### config.mk
export PLATFORM = sky130hd
export DESIGN_NAME = dmem_rmw_ctrl
export DESIGN_NICKNAME = d
export VERILOG_FILES = /design/src/rtl/mem_ctrl_pkg.sv /design/src/rtl/store_merge.sv /design/src/rtl/dmem_rmw_ctrl.sv
export SDC_FILE = /design/constraint.sdc
export NUM_CORES = 1
export LEC_CHECK = 0
export CAP_MARGIN = 20
export CORE_MARGIN = 2
export CORE_UTILIZATION = 52
export DETAILED_ROUTE_END_ITERATION = 8
export GPL_TIMING_DRIVEN = 1
export PLACE_DENSITY = 0.95
export SLEW_MARGIN = 40
export SYNTH_ARGS = -nofsm -noshare
export SYNTH_HDL_FRONTEND = slang
export SYNTH_SLANG_ARGS = --single-unit
### constraint.sdc
create_clock -name clk -period 3.7 [get_ports clk]
set_input_delay 0.925 -clock clk [delete_from_list [all_inputs] [get_ports clk]]
set_output_delay 0.925 -clock clk [all_outputs]
set_load 0.005 [all_outputs]
### src/rtl/mem_ctrl_pkg.sv
// Shared store-size codes, controller state encoding and alignment helper for dmem_rmw_ctrl.
package mem_ctrl_pkg;

    localparam logic [1:0] MW_NONE = 2'b00;
    localparam logic [1:0] MW_BYTE = 2'b01;
    localparam logic [1:0] MW_HALF = 2'b10;
    localparam logic [1:0] MW_WORD = 2'b11;

    typedef enum logic [2:0] {
        IDLE,
        RD,
        WR,
        LD,
        DONE
    } state_t;

    // Half must be 2-byte aligned; word stores and loads must be 4-byte aligned.
    function automatic logic is_misaligned(input logic [1:0] size, input logic rd,
                                           input logic [1:0] addr_lo);
        case (size)
            MW_HALF: return addr_lo[0];
            MW_WORD: return addr_lo != 2'b00;
            MW_NONE: return rd && (addr_lo != 2'b00);
            default: return 1'b0;
        endcase
    endfunction

endpackage

### src/rtl/store_merge.sv
// Merges sub-word store data into the old memory word (little-endian lanes).
module store_merge
    import mem_ctrl_pkg::*;
(
    input  logic [31:0] i_old_word,
    input  logic [31:0] i_wdata,
    input  logic [1:0]  i_addr_lo,
    input  logic [1:0]  i_size,
    output logic [31:0] o_merged
);

    always_comb begin
        o_merged = i_old_word;
        case (i_size)
            MW_BYTE: o_merged[{i_addr_lo, 3'b000} +: 8] = i_wdata[7:0];
            MW_HALF: begin
                if (i_addr_lo[1]) o_merged[31:16] = i_wdata[15:0];
                else              o_merged[15:0]  = i_wdata[15:0];
            end
            MW_WORD: o_merged = i_wdata;
            default: o_merged = i_old_word;
        endcase
    end

endmodule

### src/rtl/dmem_rmw_ctrl.sv
// Load/store sequencer for a ready-handshaked word memory; sub-word stores via read-modify-write.
// Optional misalignment trapping is enabled by defining DMEM_ALIGN_CHECK_EN.
module dmem_rmw_ctrl
    import mem_ctrl_pkg::*;
#(
    parameter int unsigned MEM_AW   = 6,
    parameter int unsigned WAIT_MAX = 15
) (
    input  logic              clk,
    input  logic              reset,
    input  logic [1:0]        cpu_memwrite,
    input  logic              cpu_memread,
    input  logic [31:0]       cpu_addr,
    input  logic [31:0]       cpu_wdata,
    output logic [31:0]       cpu_rdata,
    output logic              cpu_stall,
    output logic [MEM_AW-1:0] mem_addr,
    output logic [31:0]       mem_wdata,
    output logic              mem_we,
    output logic              mem_re,
    input  logic [31:0]       mem_rdata,
    input  logic              mem_ready,
    output logic              bus_err,
    output logic              align_err
);

    localparam int unsigned CW = $clog2(WAIT_MAX + 1);

    state_t            r_state;
    logic [1:0]        r_size;
    logic [1:0]        r_addr_lo;
    logic [31:0]       r_wdata;
    logic [CW-1:0]     r_wait_cnt;
    logic [MEM_AW-1:0] r_mem_addr;
    logic [31:0]       r_mem_wdata;
    logic [31:0]       r_cpu_rdata;
    logic              r_mem_we;
    logic              r_mem_re;
    logic              r_bus_err;
    logic              r_align_err;

    logic              w_req;
    logic              w_misaligned;
    logic              w_timeout;
    logic [31:0]       w_merged;
    logic              w_unused;

    assign w_req     = (cpu_memwrite != MW_NONE) || cpu_memread;
    assign w_timeout = (r_wait_cnt == CW'(WAIT_MAX - 1));
    assign w_unused  = ^cpu_addr[31:MEM_AW+2];

`ifdef DMEM_ALIGN_CHECK_EN
    assign w_misaligned = is_misaligned(cpu_memwrite, cpu_memread, cpu_addr[1:0]);
`else
    assign w_misaligned = 1'b0;
`endif

    store_merge u_store_merge (
        .i_old_word (mem_rdata),
        .i_wdata    (r_wdata),
        .i_addr_lo  (r_addr_lo),
        .i_size     (r_size),
        .o_merged   (w_merged)
    );

    always_ff @(posedge clk) begin
        if (!reset) begin
            r_state     <= IDLE;
            r_size      <= MW_NONE;
            r_addr_lo   <= 2'b00;
            r_wdata     <= 32'h0;
            r_wait_cnt  <= '0;
            r_mem_addr  <= '0;
            r_mem_wdata <= 32'h0;
            r_cpu_rdata <= 32'h0;
            r_mem_we    <= 1'b0;
            r_mem_re    <= 1'b0;
            r_bus_err   <= 1'b0;
            r_align_err <= 1'b0;
        end else begin
            r_bus_err   <= 1'b0;
            r_align_err <= 1'b0;
            case (r_state)
                IDLE: begin
                    if (w_req) begin
                        r_mem_addr <= cpu_addr[MEM_AW+1:2];
                        r_addr_lo  <= cpu_addr[1:0];
                        r_size     <= cpu_memwrite;
                        r_wdata    <= cpu_wdata;
                        r_wait_cnt <= '0;
                        if (w_misaligned) begin
                            r_align_err <= 1'b1;
                            r_state     <= DONE;
                        end else if (cpu_memwrite == MW_WORD) begin
                            r_mem_wdata <= cpu_wdata;
                            r_mem_we    <= 1'b1;
                            r_state     <= WR;
                        end else if (cpu_memwrite != MW_NONE) begin
                            r_mem_re <= 1'b1;
                            r_state  <= RD;
                        end else begin
                            r_mem_re <= 1'b1;
                            r_state  <= LD;
                        end
                    end
                end
                RD: begin
                    if (mem_ready) begin
                        r_mem_wdata <= w_merged;
                        r_mem_re    <= 1'b0;
                        r_mem_we    <= 1'b1;
                        r_wait_cnt  <= '0;
                        r_state     <= WR;
                    end else if (w_timeout) begin
                        r_mem_re  <= 1'b0;
                        r_bus_err <= 1'b1;
                        r_state   <= DONE;
                    end else begin
                        r_wait_cnt <= r_wait_cnt + CW'(1);
                    end
                end
                WR: begin
                    if (mem_ready) begin
                        r_mem_we <= 1'b0;
                        r_state  <= DONE;
                    end else if (w_timeout) begin
                        r_mem_we  <= 1'b0;
                        r_bus_err <= 1'b1;
                        r_state   <= DONE;
                    end else begin
                        r_wait_cnt <= r_wait_cnt + CW'(1);
                    end
                end
                LD: begin
                    if (mem_ready) begin
                        r_cpu_rdata <= mem_rdata;
                        r_mem_re    <= 1'b0;
                        r_state     <= DONE;
                    end else if (w_timeout) begin
                        r_mem_re  <= 1'b0;
                        r_bus_err <= 1'b1;
                        r_state   <= DONE;
                    end else begin
                        r_wait_cnt <= r_wait_cnt + CW'(1);
                    end
                end
                DONE:    r_state <= IDLE;
                default: r_state <= IDLE;
            endcase
        end
    end

    // Stall is combinational so a new request freezes the core in the same cycle.
    assign cpu_stall = (r_state == IDLE) ? w_req : (r_state != DONE);
    assign cpu_rdata = r_cpu_rdata;
    assign mem_addr  = r_mem_addr;
    assign mem_wdata = r_mem_wdata;
    assign mem_we    = r_mem_we;
    assign mem_re    = r_mem_re;
    assign bus_err   = r_bus_err;
    assign align_err = r_align_err;

endmodule

* Word-level counts from Yosys, hierarchy flattened *
Cells that the tools add are included.

word-level totals
  flip-flop bits (word level) = 116
  bits in latches = 0
  bits in writable memories = 0
  bits in read-only memories = 0
  input bits = 102
  output and inout bits = 75
  logic and storage cells = 81
  memories kept = 0

operators by class
  $add $sub $neg = 2
  multiply operators = 0
  div/mod/pow operators = 0
  $lt $le $gt $ge = 0
  eq/ne operators = 16
  shift-type cells = 2
  mux-type cells = 31
  bitwise gates (word level) = 2
  reduce and logical (&&, ||, !) cells = 17

operator list
  operator                count
  $mux 32                 3
  $pmux 32 s3             1
  $pmux 32 s2             1
  $bwmux 32               1
  $mux 16                 2
  $shift 8x7->32 const A  1
  $shiftx 8x7->32         1
  $mux 4                  4
  $mux 3                  4
  $pmux 4 s3              1
  $ne 2x2->1 const B      5
  $mux 1                  9
  $pmux 3 s3              1
  $reduce_and 4->1        2
  $neg 5->7               1
  $eq 2x2->1 const B      3
  $eq 3x2->1 const B      2
  $ne 3x3->1 const B      2
  $reduce_bool 2->1       3
  $reduce_bool 3->1       2
  $reduce_or 3->1         2
  $reduce_and 5->1        1
  $add 4x1->4 const B     1
  $eq 4x4->1 const B      1
  12 further kinds        16

* Longest topological paths before layout *
Gate-level depths: netlist (run 1).

  depth in word-level cells = 6
  depth in mapped cells = 10
  depth with buffers taken out = 7

* By module *
A second synthesis (run 1) with hierarchy kept.

unflattened totals
  cells, all modules = 706
  area, all modules = 5828.1 µm²

by module, submodules not included
  module         instances  cells an instance  area an instance (µm²)  sequential area each (µm²)
  dmem_rmw_ctrl  1          550                4714.5                  2322.2
  store_merge    1          156                1113.6                  0.0

* Worst setup path before layout (run 1) *
OpenSTA, ideal clock, no wires.

  path kind = input port to output port
  start point = input port cpu_memwrite[0]
  end point = output port cpu_stall
  arrival = 1558 ps
  data required time = 2775 ps
  slack = 1217 ps
  stages on the path = 5
  buffers on the path = 1
  cell sequence = inv_1 -> ha_1 -> nor2b_1 -> buf_4 -> o21ai_0

between the ends
  longest elaborated chain between the ends = 3

ends and longest elaborated chain
  element            RTL line              source
  from (decl)        dmem_rmw_ctrl.sv:11   input logic [1:0] cpu_memwrite,
  $reduce_bool 2->1  dmem_rmw_ctrl.sv:48   assign w_req = (cpu_memwrite != MW_NONE) || cpu_memread;
  $logic_or 1x1->1   dmem_rmw_ctrl.sv:48
  $mux 1             dmem_rmw_ctrl.sv:154  assign cpu_stall = (r_state == IDLE) ? w_req : (r_state != DONE);
  to (decl)          dmem_rmw_ctrl.sv:16   output logic cpu_stall,

Every way passes these cells.

* Worst setup path in the final report (run 1) *
Same ends and word-level chain as after synthesis.

==> results of run 1 <==
[per-layer routing]
layer / vias to the layer above / routed length [µm] / track usage / part of all wire
li1: 2830 / - / - / -
met1: 2814 / 7320 / 0.361 / 0.40
met2: 332 / 8580 / 0.471 / 0.47
met3: 63 / 1690 / 0.0838 / 0.092
met4: 0 / 712 / 0.142 / 0.039
met5: - / 0 / 0 / 0
[critical path: stages]
cell	delay [ns]
clkdlybuf4s50_1	0.52
inv_1	0.06
ha_1	0.18
nor2b_1	0.13
o21ai_0	0.14
clkdlybuf4s50_1	0.52
[sequential cells by signal, summed over array words and instances (netlist names)]
register    flops
mem_addr        6
r_wait_cnt      4
r_addr_lo       2
cpu_rdata      32
r_size          2
r_state         3
mem_we          1
bus_err         1
mem_wdata      32
mem_re          1
r_wdata        32
[where the power goes]
group / internal, mW / switching [mW] / leakage (nW)
clock network: 0.884 / 0.549 / 0.253
logic: 0.462 / 0.552 / 1.67
registers: 1.38 / 0.133 / 0.949
[cells by family after synthesis]
family          after synthesis  share of synthesized area
compound gates              269                      0.314
fa+ha+maj                     9                     0.0188
buf+inv                      77                     0.0700
flops                       116                      0.387
mux                          17                     0.0283
other cells                   1                   0.000625
simple gates                235                      0.181
[worst max path at each step]
| stage | startpoint | to | slack (ns) |
|---|---|---|---|
| after floorplan | cpu_memwrite[0] | cpu_stall | 1.22 |
| after global placement | cpu_memwrite[0] | cpu_stall | 0.34 |
| after detailed placement | cpu_memwrite[0] | cpu_stall | 0.30 |
| after CTS | cpu_memwrite[0] | cpu_stall | 0.29 |
| after global routing | cpu_memwrite[0] | cpu_stall | 0.19 |
| final | cpu_memwrite[0] | cpu_stall | 0.30 |
[layout make-up]
type / instances / area [µm²] / area share
multi-input combinational: 531 / 3280 / 0.412
sequential: 116 / 2320 / 0.292
timing repair buffer: 165 / 1620 / 0.204
clock buffer: 22 / 474 / 0.0596
tap: 143 / 179 / 0.0225
inverter: 11 / 41.3 / 0.00519
clock inverter: 6 / 32.5 / 0.00409
[cells in the final DEF (no fill, tap or decap), drive strengths merged, types with 2 or more instances in the layout]
master	instances
and3	4
dfxtp	116
and2	3
nor3	7
o221ai	8
clkbuf	22
nand2b	4
clkdlybuf4s50	150
o21ai	37
a21boi	90
clkinv	5
inv	11
mux2i	17
nor2b	5
a21o	4
a221oi	2
a2bb2oi	5
and3b	2
o22ai	8
nand3	2
nor3b	10
nor2	12
a21oi	43
a211oi	7
ha	9
a31oi	15
nand2	178
or3	2
a32o	5
o211ai	16
buf	15
a221o	24
==> impl_metrics.env, run 1 <==
export IMPL_grt_pass1_vias=5849
export IMPL_rr_worst_depth=7
export IMPL_antenna_found_initial=0
export IMPL_setup_slack_ns=0.298
export IMPL_grt_max_degree=82
export IMPL_cts_made_buffers=17
export IMPL_holdPathEnd="cpu_rdata[20]"
export IMPL_ctsHoldBuffers=0
export IMPL_status="finished, final reports clean"
export IMPL_clock_tree_buffer_depth=2
export IMPL_rows=39
export IMPL_die_h_um=111
export IMPL_diodes=0
export IMPL_final_cells=994
export IMPL_critPathLaunchType="primary input"
export IMPL_clk_pin_slew_ns=0.05
export IMPL_critPathArrivalTime_ns=2.48
export IMPL_setup_viol=0
export IMPL_postCtsResizedCells=0
export IMPL_hold_start="cpu_rdata[20]"
export IMPL_syn_nets=835
export IMPL_cts_tree="done"
export IMPL_reg2reg_to="mem_wdata[18]"
export IMPL_die_w_um=111
export IMPL_placed_cells=966
export IMPL_yosys_warnings=0
export IMPL_synth_top_cell_by_area="dfxtp_1"
export IMPL_cp_required_ns=2.77
export IMPL_firstDrtPassIters=6
export IMPL_relSlewSlack=0.478
export IMPL_design_area_um2=7950
export IMPL_synth_cell_types=52
export IMPL_postSynthAreaPerCell_um2=8.29
export IMPL_tightest_slew_ns=0.781
export IMPL_peakVddDrop_uv=402
export IMPL_dp_slack_ns=0.299
export IMPL_areaGrowthSynthToFinish_pct=32.4
export IMPL_grt_pass1_wl_mm=29.3
export IMPL_yosysSeqAreaShare=0.387
export IMPL_post_route_period_util=0.919
export IMPL_drive_gt1_frac=0.0834
export IMPL_ys_top_cells_by_count="nand2_1 (158), dfxtp_1 (116), a21boi_1 (73)"
export IMPL_synth_most_common_cell="nand2_1"
export IMPL_start_util=0.530
export IMPL_drtAntennaViolNets=0
export IMPL_hold_depth=2
export IMPL_grtUsageTotal=0.292
export IMPL_synthFlopType="dfxtp_1"
export IMPL_synthArstFlopShare=0
export IMPL_crit_type="primary input to primary output"
export IMPL_powerDensity_nw_per_um2=498
export IMPL_clock_latency_ns=0.41
export IMPL_end_kind="primary output"
export IMPL_num_io_pins=177
export IMPL_max_cap_violations=0
export IMPL_hold_worst_slack_ns=0.449
export IMPL_ys_ff_latch=116
export IMPL_die_area_um2=12400
export IMPL_gp_congestion=0.884
export IMPL_wire_per_inst_um=18.4
export IMPL_clockRootBuffer="clkbuf_16"
export IMPL_finalNetCount=953
export IMPL_min_period_ns=3.40
export IMPL_max_freq_mhz=294
export IMPL_synth_edf_count=0
export IMPL_hpwl_mm=11.9
export IMPL_synth_top_cell_area_share=0.387
export IMPL_via_per_inst=6.08
export IMPL_grt_ovfl_total=0
export IMPL_fin_util=0.702
export IMPL_post_cts_repair_setup_buffers=0
export IMPL_total_power_mw=3.96
export IMPL_crit_fanout=3
export IMPL_htreeDepth=4
export IMPL_drc=0
export IMPL_synthCells=724
export IMPL_fillers=848
export IMPL_initialDrtViolationCount=649
export IMPL_rr_startpoint="r_addr_lo[1]"
export IMPL_finalHoldViolCount=0
export IMPL_r2r_slack_ns=1.10
export IMPL_leakagePower_nw=2.87
export IMPL_core_area_um2=11300
export IMPL_hold_path_class="flop to flop"
export IMPL_ys_top_cells_by_area="dfxtp_1 (39%), nand2_1 (9.9%), a21boi_1 (9.1%), a221o_1 (4.0%), a21oi_1 (3.6%)"
export IMPL_syn_area_um2=6000
export IMPL_place_area_um2=7440
export IMPL_setup_tns_ns=0
export IMPL_numPortBuffers=151
export IMPL_fin_worst_skew_ns=0.00771
export IMPL_routed_wirelength_mm=18.3
export IMPL_maxSlewViolCount=0
export IMPL_vias=6039
export IMPL_rsz0062_at_grt="false"
export IMPL_clock_sinks=116
No activity file was read; power rests on OpenSTA's default activity.
==> run 2, diff against run 1 <==
--- a/config.mk
+++ b/config.mk
@@ -9,8 +9,10 @@
 export CORE_MARGIN = 2
 export CORE_UTILIZATION = 52
 export DETAILED_ROUTE_END_ITERATION = 8
+export GPL_ROUTABILITY_DRIVEN = 1
 export GPL_TIMING_DRIVEN = 1
 export PLACE_DENSITY = 0.95
+export REMOVE_ABC_BUFFERS = 1
 export SLEW_MARGIN = 40
 export SYNTH_ARGS = -nofsm -noshare
 export SYNTH_HDL_FRONTEND = slang
==> constraint.sdc (replaced) <==
create_clock -name clk -period 3.7 [get_ports clk]
set_input_delay 0.37 -clock clk [delete_from_list [all_inputs] [get_ports clk]]
set_output_delay 0.37 -clock clk [all_outputs]
set_load 0.005 [all_outputs]
==> run 2 against run 1 <==
  * Design area grew 0.88%
  * Final cell count rose by 0.30%
  * Maximum frequency up 22%
  * Combinational power about the same
  * Register-to-register slack got worse by 0.18 ns
  * Die area unchanged
  * Clock power up 9%
  * Critical path type is now flop to flop
  * Critical endpoint is now mem_wdata[4]
  * Largest cell class unchanged
==> impl_metrics.env, run 2 (same netlist as run 1, synthesis figures left out) <==
export IMPL_status="finished, final reports clean"
export IMPL_crit_family="compound AO/OA/AOI/OAI gates"
export IMPL_relSlewSlack=0.401
export IMPL_htreeDepth=4
export IMPL_hold_path_class="flop to flop"
export IMPL_post_route_period_util=0.752
export IMPL_routed_wirelength_mm=18.2
export IMPL_core_area_um2=11300
export IMPL_min_period_ns=2.78
export IMPL_wire_per_inst_um=18.3
export IMPL_drtAntennaViolNets=0
export IMPL_grtUsageTotal=0.293
export IMPL_fin_util=0.708
export IMPL_critPathMaxStageDelay_ns=0.74
export IMPL_clock_tree_buffer_depth=2
export IMPL_powerDensity_nw_per_um2=512
export IMPL_num_io_pins=177
export IMPL_clock_latency_ns=0.42
export IMPL_max_cap_violations=0
export IMPL_initialDrtViolationCount=495
export IMPL_areaGrowthSynthToFinish_pct=33.6
export IMPL_setup_tns_ns=0
export IMPL_peakVddDrop_uv=345
export IMPL_setup_viol=0
export IMPL_cts_made_buffers=17
export IMPL_end_kind="flop"
export IMPL_via_per_inst=6.07
export IMPL_diodes=0
export IMPL_max_freq_mhz=359
export IMPL_gp_congestion=0.842
export IMPL_maxSlewViolCount=0
export IMPL_grt_pass1_wl_mm=29.4
export IMPL_clockRootBuffer="clkbuf_16"
export IMPL_final_cells=997
export IMPL_numPortBuffers=151
export IMPL_grt_ovfl_total=0
export IMPL_grt_max_degree=67
export IMPL_postCtsResizedCells=0
export IMPL_post_cts_repair_setup_buffers=0
export IMPL_start_util=0.530
export IMPL_crit_chain="inv_1 > ha_1 > nand4b_1 > o2bb2ai_1 > a221o_1 > o211ai_1 > a21boi_1"
export IMPL_die_h_um=111
export IMPL_clock_sinks=116
export IMPL_rsz0062_at_grt="false"
export IMPL_critPathLaunchType="flop"
export IMPL_drc=0
export IMPL_placed_cells=966
export IMPL_critPathArrivalTime_ns=3.13
export IMPL_clk_pin_slew_ns=0.05
export IMPL_slowest_stage="dfxtp_1"
export IMPL_leakagePower_nw=2.89
export IMPL_firstDrtPassIters=5
export IMPL_layout_commonest_cell="nand2_1"
export IMPL_fin_worst_skew_ns=0.00955
export IMPL_crit_type="flop to flop"
export IMPL_final_cell_mix="nand2_1 (158), clkdlybuf4s50_1 (150), dfxtp_1 (116)"
export IMPL_die_w_um=111
export IMPL_vias=6053
export IMPL_finalNetCount=953
export IMPL_grt_pass1_vias=5967
export IMPL_cts_tree="done"
export IMPL_rows=39
export IMPL_antenna_found_initial=0
export IMPL_crit_fanout=16
export IMPL_ctsHoldBuffers=0
export IMPL_drive_gt1_frac=0.0820
export IMPL_cp_num_buf_inv=1
export IMPL_finalHoldViolCount=0
export IMPL_cp_required_ns=4.05
export IMPL_tightest_slew_ns=0.898
export IMPL_hpwl_mm=12.0
export IMPL_die_area_um2=12400
-- run 2: cell count changes in the layout (fill, tap and decap cells not counted), sizes merged --
| cell | delta |
|---|---|
| clkbuf | +5 |
| clkinv | -2 |
| bufinv | +1 |
| clkinvlp | -1 |
-- run 2: worst paths after layout --
kind / cells past startpoint / start / to / slack, ns
max: 7 / r_addr_lo[1] / mem_wdata[4] / 0.92
min: 2 / cpu_rdata[26] / cpu_rdata[26] / 0.45
max reg2reg: 7 / r_addr_lo[1] / mem_wdata[4] / 0.92
min reg2reg: 2 / cpu_rdata[26] / cpu_rdata[26] / 0.45
-- run 2: stage by stage --
stage | instance area (µm²) | power [mW] | setup slack, ns | hold slack, ns
after floorplan | 5630 | 2.04 | 1.08 | 0.435
after global placement | 7460 | 2.51 | 1.06 | 0.439
after detailed placement | 7460 | 2.54 | 1.02 | 0.444
after CTS | 8020 | 4.10 | 1.00 | 0.451
after global routing | 8020 | 4.28 | 0.788 | 0.468
final | 8020 | 4.10 | 0.917 | 0.448
-- run 2: layout make-up --
cell class	instances	area, µm²
Clock buffer	27	513
Tap cell	143	179
Fill cell	857	3300
Multi-Input combinational cell	531	3280
Clock inverter	4	45.0
Timing Repair Buffer	165	1640
Sequential cell	116	2320
Inverter	11	41.3
-- run 2: worst register-to-register path, stage by stage (launching register included) --
cell	delay [ns]
dfxtp_1	0.74
inv_1	0.19
ha_1	0.37
nand4b_1	0.19
o2bb2ai_1	0.68
a221o_1	0.29
o211ai_1	0.10
a21boi_1	0.15
-- run 2: routing by layer --
layer | part of all wire | wire length, µm | global-route usage
met1 | 0.40 | 7290 | 0.350
met5 | 0 | 0 | 0
met4 | 0.027 | 490 | 0.127
met2 | 0.48 | 8800 | 0.497
met3 | 0.089 | 1620 | 0.0800
-- run 2: where the power goes --
part / internal, mW / switching (mW)
registers: 1.38 / 0.129
clock network: 1.00 / 0.558
logic: 0.472 / 0.562
==> run 3, diff against run 2 <==
--- a/config.mk
+++ b/config.mk
@@ -7,11 +7,11 @@
 export LEC_CHECK = 0
 export CAP_MARGIN = 20
 export CORE_MARGIN = 2
-export CORE_UTILIZATION = 52
+export CORE_UTILIZATION = 48
 export DETAILED_ROUTE_END_ITERATION = 8
 export GPL_ROUTABILITY_DRIVEN = 1
 export GPL_TIMING_DRIVEN = 1
-export PLACE_DENSITY = 0.95
+export PLACE_DENSITY = 0.91
 export REMOVE_ABC_BUFFERS = 1
 export SLEW_MARGIN = 40
 export SYNTH_ARGS = -nofsm -noshare
==> constraint.sdc (replaced) <==
create_clock -name clk -period 2.68 [get_ports clk]
set_input_delay 0.268 -clock clk [delete_from_list [all_inputs] [get_ports clk]]
set_output_delay 0.268 -clock clk [all_outputs]
set_load 0.005 [all_outputs]
==> run 3 against run 2 <==
  * Maximum frequency increased by 16%
  * Setup slack worse by 0.64 ns
  * Worst hold slack worse by 0.054 ns
  * Clock skew down 0.0028 ns
  * Final cell count increased by 4.1%
  * Largest power group unchanged
  * Die area grew 8.0%
  * Register-to-register slack got worse by 0.64 ns
  * Highest routed layer unchanged
  * Critical endpoint is now mem_wdata[6]
  * Sequential power rose by 37%
  * Flip-flop and latch count unchanged
  * Clock-buffer cell count down 8
==> impl_metrics.env, run 3 (same netlist as run 1, synthesis figures left out) <==
export IMPL_switching_share=0.311
export IMPL_r2r_slack_ns=0.28
export IMPL_cts_tree="done"
export IMPL_die_area_um2=13400
export IMPL_grt_max_degree=48
export IMPL_routed_wirelength_mm=17.7
export IMPL_num_io_pins=177
export IMPL_finalNetCount=968
export IMPL_grt_pass1_vias=5745
export IMPL_layout_commonest_cell="nand2_1"
export IMPL_comb_power_share=0.262
export IMPL_cts_made_buffers=17
export IMPL_p_clk_frac=0.375
export IMPL_hold_worst_slack_ns=0.394
export IMPL_htreeDepth=4
export IMPL_powerDensity_nw_per_um2=694
export IMPL_drive_gt1_frac=0.106
export IMPL_areaGrowthSynthToFinish_pct=36.7
export IMPL_rows=40
export IMPL_clock_latency_ns=0.42
export IMPL_grt_pass1_wl_mm=28.6
export IMPL_start_util=0.496
export IMPL_peakVddDrop_uv=461
export IMPL_rsz0062_at_grt="false"
export IMPL_fin_util=0.677
export IMPL_final_cell_mix="nand2_1 (157), clkdlybuf4s50_1 (150), dfxtp_1 (116)"
export IMPL_finalHoldViolCount=0
export IMPL_max_cap_violations=0
export IMPL_die_h_um=116
export IMPL_relSlewSlack=0.484
export IMPL_postCtsResizedCells=0
export IMPL_wire_per_inst_um=17.1
export IMPL_end_kind="flop"
export IMPL_post_route_period_util=0.895
export IMPL_cp_required_ns=3.02
export IMPL_antenna_found_initial=0
export IMPL_clock_sinks=116
export IMPL_diodes=0
export IMPL_leakagePower_nw=2.96
export IMPL_clockRootBuffer="clkbuf_16"
export IMPL_via_per_inst=5.80
export IMPL_drc=0
export IMPL_tightest_slew_ns=0.772
export IMPL_initialDrtViolationCount=439
export IMPL_clk_pin_slew_ns=0.06
export IMPL_grtUsageTotal=0.272
export IMPL_core_area_um2=12100
export IMPL_ctsHoldBuffers=0
export IMPL_p_int_mw=3.92
export IMPL_maxSlewViolCount=0
export IMPL_firstDrtPassIters=5
export IMPL_die_w_um=116
export IMPL_clock_tree_buffer_depth=2
export IMPL_switching_power_mw=1.77
export IMPL_numPortBuffers=151
export IMPL_gp_congestion=0.858
export IMPL_max_freq_mhz=417
export IMPL_min_period_ns=2.40
export IMPL_critPathArrivalTime_ns=2.74
export IMPL_grt_ovfl_total=0
export IMPL_crit_fanout=9
export IMPL_fin_worst_skew_ns=0.00675
export IMPL_status="finished, final reports clean"
export IMPL_critPathLaunchType="flop"
export IMPL_seqPwrFrac=0.363
export IMPL_setup_tns_ns=0
export IMPL_crit_type="flop to flop"
export IMPL_drtAntennaViolNets=0
export IMPL_vias=6017
export IMPL_hpwl_mm=12.2
export IMPL_hold_path_class="primary input to flop"
export IMPL_setup_viol=0
export IMPL_post_cts_repair_setup_buffers=0
run 3: changes by cell type in the layout (fill, tap and decap cells not counted), moves of 2 or more:
cell / delta
buf_4: +10
clkinvlp_4: +8
clkbuf_1: -5
clkbuf_8: -3
buf_12: +2
run 3: per-layer routing:
metal | track usage | up-vias | wire length, µm
met5 | 0 | - | 0
met1 | 0.349 | 2832 | 7420
met4 | 0.116 | 0 | 430
li1 | - | 2869 | -
met3 | 0.0743 | 41 | 1440
met2 | 0.434 | 275 | 8410
run 3: power by group through the flow:
stage | logic [mW] | registers, mW | clock network (mW)
after floorplan | 0.721 | 2.10 | 0
after global placement | 1.42 | 2.09 | 0
after CTS | 1.47 | 2.06 | 2.15
after detailed placement | 1.46 | 2.09 | 0
after global routing | 1.63 | 2.09 | 2.24
final | 1.49 | 2.07 | 2.14
run 3: final cells by class:
cell class                      instances  area (µm²)
Inverter                               11        41.3
Timing Repair Buffer                  180        1790
Clock buffer                           19         453
Multi-Input combinational cell        531        3280
Tap cell                              168         210
Fill cell                             985        3910
Sequential cell                       116        2320
Clock inverter                         13         110
run 3: worst paths after layout:
path,start,endpoint,depth (start not counted)
hold reg to reg,cpu_rdata[18],cpu_rdata[18],2
hold / removal,cpu_addr[1],r_addr_lo[1],3
setup / recovery,r_addr_lo[0],mem_wdata[6],7
setup reg to reg,r_addr_lo[0],mem_wdata[6],7
run 3: worst max-delay path, stage by stage, from the launching register on:
cell and delay [ns]:
dfxtp_1 0.51, inv_1 0.14, ha_1 0.37, nand4b_1 0.18, o2bb2ai_1 0.60, a221o_1 0.27, o211ai_1 0.09, a21boi_1 0.16
run 3: per-stage QoR:
stage	std cells	cell area [µm²]	total power, mW	setup slack [ns]
final	1038	8210	5.69	0.281
after global routing	1038	8210	5.96	0.105
after CTS	1037	8190	5.69	0.287
after detailed placement	1005	7630	3.55	0.114
after global placement	1004	7610	3.51	0.0169
after floorplan	658	5630	2.82	0.0629
